===== config.mk =====
export PLATFORM = sky130hd
export DESIGN_NAME = vga_timing_gen
export DESIGN_NICKNAME = d
export VERILOG_FILES = /design/src/rtl/vga_timing_gen.sv
export SDC_FILE = /design/constraint.sdc
export NUM_CORES = 1
export LEC_CHECK = 0
export CORE_MARGIN = 2
export CORE_UTILIZATION = 34
export CTS_BUF_LIST = sky130_fd_sc_hd__clkbuf_4 sky130_fd_sc_hd__clkbuf_8 sky130_fd_sc_hd__clkbuf_16
export DETAILED_ROUTE_END_ITERATION = 16
export PLACE_DENSITY_LB_ADDON = 0.08
export SLEW_MARGIN = 15
export SYNTH_ARGS = -nofsm -noshare
export SYNTH_HDL_FRONTEND = slang
export SYNTH_SLANG_ARGS = --single-unit

===== constraint.sdc =====
create_clock -name vga_clk -period 3.36 [get_ports vga_clk]
set_clock_uncertainty 0.05 [all_clocks]
set_input_delay 0.672 -clock vga_clk [delete_from_list [all_inputs] [get_ports vga_clk]]
set_output_delay 0.672 -clock vga_clk [all_outputs]
set_load 0.005 [all_outputs]

===== src/rtl/vga_timing_gen.sv =====
// 640x480@60 VGA raster timing: pixel coordinates, display enable, sync pulses
// and a delayed copy of the syncs aligned with a registered colour pipeline.
module vga_timing_gen #(
  parameter int unsigned H_VISIBLE  = 640,
  parameter int unsigned H_FP       = 16,
  parameter int unsigned H_SYNC     = 96,
  parameter int unsigned H_BP       = 48,
  parameter int unsigned V_VISIBLE  = 480,
  parameter int unsigned V_FP       = 10,
  parameter int unsigned V_SYNC     = 2,
  parameter int unsigned V_BP       = 33,
  parameter int unsigned PIPE_DELAY = 1
) (
  input  logic       vga_clk,
  input  logic       reset,
  output logic [9:0] DrawX,
  output logic [9:0] DrawY,
  output logic       blank,
  output logic       hs,
  output logic       vs,
  output logic       hs_d,
  output logic       vs_d,
  output logic       line_start,
  output logic       frame_start,
  output logic [7:0] frame_count
);

  localparam int unsigned H_TOTAL = H_VISIBLE + H_FP + H_SYNC + H_BP;
  localparam int unsigned V_TOTAL = V_VISIBLE + V_FP + V_SYNC + V_BP;

  localparam logic [9:0]  H_LAST    = 10'(H_TOTAL - 1);
  localparam logic [9:0]  V_LAST    = 10'(V_TOTAL - 1);
  localparam logic [10:0] H_VIS     = 11'(H_VISIBLE);
  localparam logic [10:0] V_VIS     = 11'(V_VISIBLE);
  localparam logic [10:0] HS_START  = 11'(H_VISIBLE + H_FP);
  localparam logic [10:0] HS_END    = 11'(H_VISIBLE + H_FP + H_SYNC);
  localparam logic [10:0] VS_START  = 11'(V_VISIBLE + V_FP);
  localparam logic [10:0] VS_END    = 11'(V_VISIBLE + V_FP + V_SYNC);

  logic [9:0]  x_next;
  logic [9:0]  y_next;
  logic [10:0] x_ext;
  logic [10:0] y_ext;
  logic        h_wrap;
  logic        frame_next;
  logic        first_seen;

  // NOTE: every always_comb output gets a value on every path (here via
  // defaults first), otherwise synthesis infers a latch.
  always_comb begin
    h_wrap     = 1'b0;
    x_next     = DrawX + 10'd1;
    y_next     = DrawY;
    if (DrawX == H_LAST) begin
      h_wrap = 1'b1;
      x_next = '0;
      y_next = (DrawY == V_LAST) ? '0 : DrawY + 10'd1;
    end
    x_ext      = {1'b0, x_next};
    y_ext      = {1'b0, y_next};
    frame_next = (x_next == '0) && (y_next == '0);
  end

  // Flags are registered from the next counter values so they line up with
  // the DrawX/DrawY they describe, with no combinational path to the ports.
  // NOTE: sequential state uses non-blocking assignments so every register
  // samples pre-edge values regardless of statement order.
  always_ff @(posedge vga_clk) begin
    if (reset) begin
      DrawX       <= H_LAST;
      DrawY       <= V_LAST;
      blank       <= 1'b0;
      hs          <= 1'b1;
      vs          <= 1'b1;
      line_start  <= 1'b0;
      frame_start <= 1'b0;
      frame_count <= '0;
      first_seen  <= 1'b0;
    end else begin
      DrawX       <= x_next;
      DrawY       <= y_next;
      blank       <= (x_ext < H_VIS) && (y_ext < V_VIS);
      hs          <= !((x_ext >= HS_START) && (x_ext < HS_END));
      vs          <= !((y_ext >= VS_START) && (y_ext < VS_END));
      line_start  <= (x_next == '0);
      frame_start <= frame_next;
      // The pulse right after reset starts frame 0 rather than completing one.
      if (frame_next) begin
        if (first_seen)
          frame_count <= frame_count + 8'd1;
        first_seen <= 1'b1;
      end
    end
  end

  generate
    if (PIPE_DELAY == 0) begin : g_no_delay
      assign hs_d = hs;
      assign vs_d = vs;
    end else begin : g_delay
      logic [PIPE_DELAY-1:0] hs_pipe;
      logic [PIPE_DELAY-1:0] vs_pipe;

      // Stages reset idle-high so no partial sync pulse reaches the connector.
      always_ff @(posedge vga_clk) begin
        if (reset) begin
          hs_pipe <= '1;
          vs_pipe <= '1;
        end else begin
          hs_pipe[0] <= hs;
          vs_pipe[0] <= vs;
          for (int i = 1; i < PIPE_DELAY; i++) begin
            hs_pipe[i] <= hs_pipe[i-1];
            vs_pipe[i] <= vs_pipe[i-1];
          end
        end
      end

      assign hs_d = hs_pipe[PIPE_DELAY-1];
      assign vs_d = vs_pipe[PIPE_DELAY-1];
    end
  endgenerate

endmodule


==> flow_summary.json <==
{
  "status": "complete, no violations",
  "dp_hpwl_um": 3860,
  "synth_top_cell_by_area": "dfxtp_1",
  "fin_nets": 281,
  "syn_inst": 242,
  "swShare": 0.414,
  "cellInternalPower_mw": 1.06,
  "ys_seq_elements": 36,
  "combPwrFrac": 0.504,
  "synth.distinct_cells": 56,
  "max_freq_ghz": 0.339,
  "r2r-start": "DrawX[0]",
  "core_um2": 5960,
  "synthArstFlopShare": 0,
  "setup_violations": 0,
  "yosysTopAreaCellShare": 0.341,
  "antenna_found_initial": 0,
  "drive_gt1_frac": 0.131,
  "drtAntennaViolNets": 0,
  "syn_to_final_growth_pct": 22.7,
  "cpMaxStageDelayCell": "dfxtp_1",
  "yosysWarnings": 0,
  "drc": 0,
  "gr-usage-all-layers": 0.155,
  "ir_worst_vdd_mv": 0.399,
  "post-route-period-util": 0.878,
  "worst-path-max-fanout": 15,
  "power_density_nw_per_um2": 695,
  "crit_end": "frame_count[3]",
  "clkPwrFrac": 0.166,
  "maxCapViolCount": 0,
  "cts_buffers": 5,
  "maxSlewViolCount": 0,
  "reg2reg_depth": 8,
  "path_class": "flop to flop",
  "cts.sink_count": 36,
  "timing.rr.end": "frame_count[3]",
  "timing.critical_path.mode_cell": "nand3_1",
  "rows": 28,
  "switching_power_mw": 0.746,
  "required_ns": 3.49,
  "cp-start-kind": "flop",
  "tns_ns": 0,
  "finalHoldViolCount": 0,
  "p_leak_nw": 0.909,
  "seqPwrFrac": 0.330,
  "vias_per_cell": 5.31,
  "initial_core_util": 0.355,
  "die-area_um2": 6870,
  "synth_nets": 249,
  "worst_pin_slew_ns": 0.544,
  "synth_ff_type": "dfxtp_1",
  "num_vias": 1854,
  "min_period_ns": 2.95,
  "die_w_um": 82.9,
  "grt_pass1_vias": 1673,
  "clk_pin_slew_ns": 0.07,
  "critPathLaunch": "DrawX[0]",
  "grt_max_degree": 17,
  "io_pins": 37,
  "gr-total-overflow": 0,
  "cts_root_buf": "clkbuf_8",
  "endpoint_kind": "flop",
  "worstPathCellList": "ha_1 > and4_4 > and3_2 > nand3_1 > xor2_1 > nand3_1 > nor4b_1 > mux2_1",
  "diodes": 0,
  "drt_iter0_drc": 137,
  "postPlaceCellArea_um2": 2510,
  "cts_tree": "done",
  "cp.arrival_ns": 3.08,
  "final_design_area_no_fill_um2": 2590,
  "ctsResizeCount": 0,
  "io_buffers": 36,
  "postCtsSetupRepairBufs": 0,
  "synth_edf_count": 0,
  "drt-total-wl_um": 5180,
  "routedWlPerCell_um": 14.8,
  "syn_avg_cell_area_um2": 8.74,
  "power_mw": 1.80,
  "r2r_slack_ns": 0.41,
  "rsz0062_at_grt": "false",
  "ctsHoldBuffers": 0,
  "clock_latency_ns": 0.29,
  "hp-class": "flop to flop",
  "synth_area_leaders": "dfxtp_1 34%, nor2_1 4.1%, xnor2_1 3.7%, ha_1 3.0%, nand3_1 2.8%",
  "relSlewSlack": 0.636,
  "cts_buffer_depth": 2,
  "slowest_delay_ns": 0.46,
  "dieHeight_um": 82.9,
  "synthesis.area_um2": 2110,
  "htreeDepth": 2,
  "final_cell_mix": "36 x dfxtp_1, 36 x clkdlybuf4s50_1, 23 x nor2_1, 14 x nand2_1, 12 x nand3_1",
  "grt_pass1_wl_um": 8800,
  "routabilityCongestion": 0.847,
  "firstDrtPassIters": 4,
  "holdPathStages": 1,
  "seq_area_frac_synth": 0.341
}
## synth_stat cells, drive strengths merged (2+ instances only)
library cell  count
nand2b            7
dfxtp            36
nand3b            2
and3              2
a211o             2
o21bai            2
o21ai             6
o22ai             2
nor3              8
nand4             8
or2               6
nand3            12
o31ai             4
xor2              4
and4              5
nor3b             2
xnor2             9
mux2              4
or4               4
nor4              8
buf              10
nor2b             6
nor4b             3
or3               2
a211oi            3
ha                5
inv               7
clkbuf            8
nor2             24
nand2            15
a21oi            10
a21o              2
o31a              2
## layout make-up
class / instances / area [µm²]
clock buffers: 5 / 68.8
clock inverters: 2 / 12.5
fillers: 612 / 3360
inverters: 7 / 26.3
multi-input cells: 181 / 1260
flip-flops and latches: 36 / 721
well taps: 75 / 93.8
repair buffers: 43 / 413
## sequential cells by signal, summed over array words and instances (netlist names)
| signal | flops |
|---|---|
| DrawX | 10 |
| DrawY | 10 |
| blank | 1 |
| first_seen | 1 |
| frame_count | 8 |
| frame_start | 1 |
| hs | 1 |
| hs_d | 1 |
| line_start | 1 |
| vs | 1 |
| vs_d | 1 |
## stage by stage
stage          hold WS [ns]  setup WS [ns]  instances   util
2_1_floorplan         0.390          0.758        242      -
4_1_cts               0.396          0.239        349  0.435
3_3_place_gp          0.375          0.332        342  0.422
3_5_place_dp          0.377          0.252        342  0.422
5_1_grt               0.431          0.190        349  0.436
6_report              0.394          0.412        349  0.436
## power by group through the flow
stage / clock network, mW / registers (mW) / logic, mW
final: 0.299 / 0.595 / 0.909
after detailed placement: 0 / 0.603 / 0.905
after global routing: 0.331 / 0.609 / 1.00
after CTS: 0.311 / 0.594 / 0.909
after global placement: 0 / 0.604 / 0.909
after floorplan: 0 / 0.568 / 0.686
## cell families after synthesis
logic type,share of synthesized area
AO/OA/AOI/OAI,0.143
flip-flops,0.341
buffers and inverters,0.0645
adder cells (fa/ha/maj),0.0296
AND/OR/NAND/NOR,0.342
multiplexers,0.0260
XOR/XNOR,0.0538
## how the worst min path moves through the flow
stage               startpoint    to
global route                vs  vs_d
floorplan                   hs  hs_d
CTS                         vs  vs_d
detailed placement          vs  vs_d
finish                      hs  hs_d
global placement            hs  hs_d
## critical path: cells and delay by family (launching register included)
family	cells	cell delay, ns
flip-flops	1	0.46
XOR/XNOR	1	0.33
multiplexers	1	0.35
adder cells (fa/ha/maj)	1	0.28
AND/OR/NAND/NOR	5	1.37
## routing by layer
| layer | part of all wire | vias to the layer above | track usage |
|---|---|---|---|
| met2 | 0.43 | 41 | 0.224 |
| li1 | - | 936 | - |
| met1 | 0.51 | 870 | 0.227 |
| met5 | 0 | - | 0 |
| met3 | 0.041 | 7 | 0.0378 |
| met4 | 0.015 | 0 | 0.0462 |
Note: power is estimated with default switching activity, not from simulation.
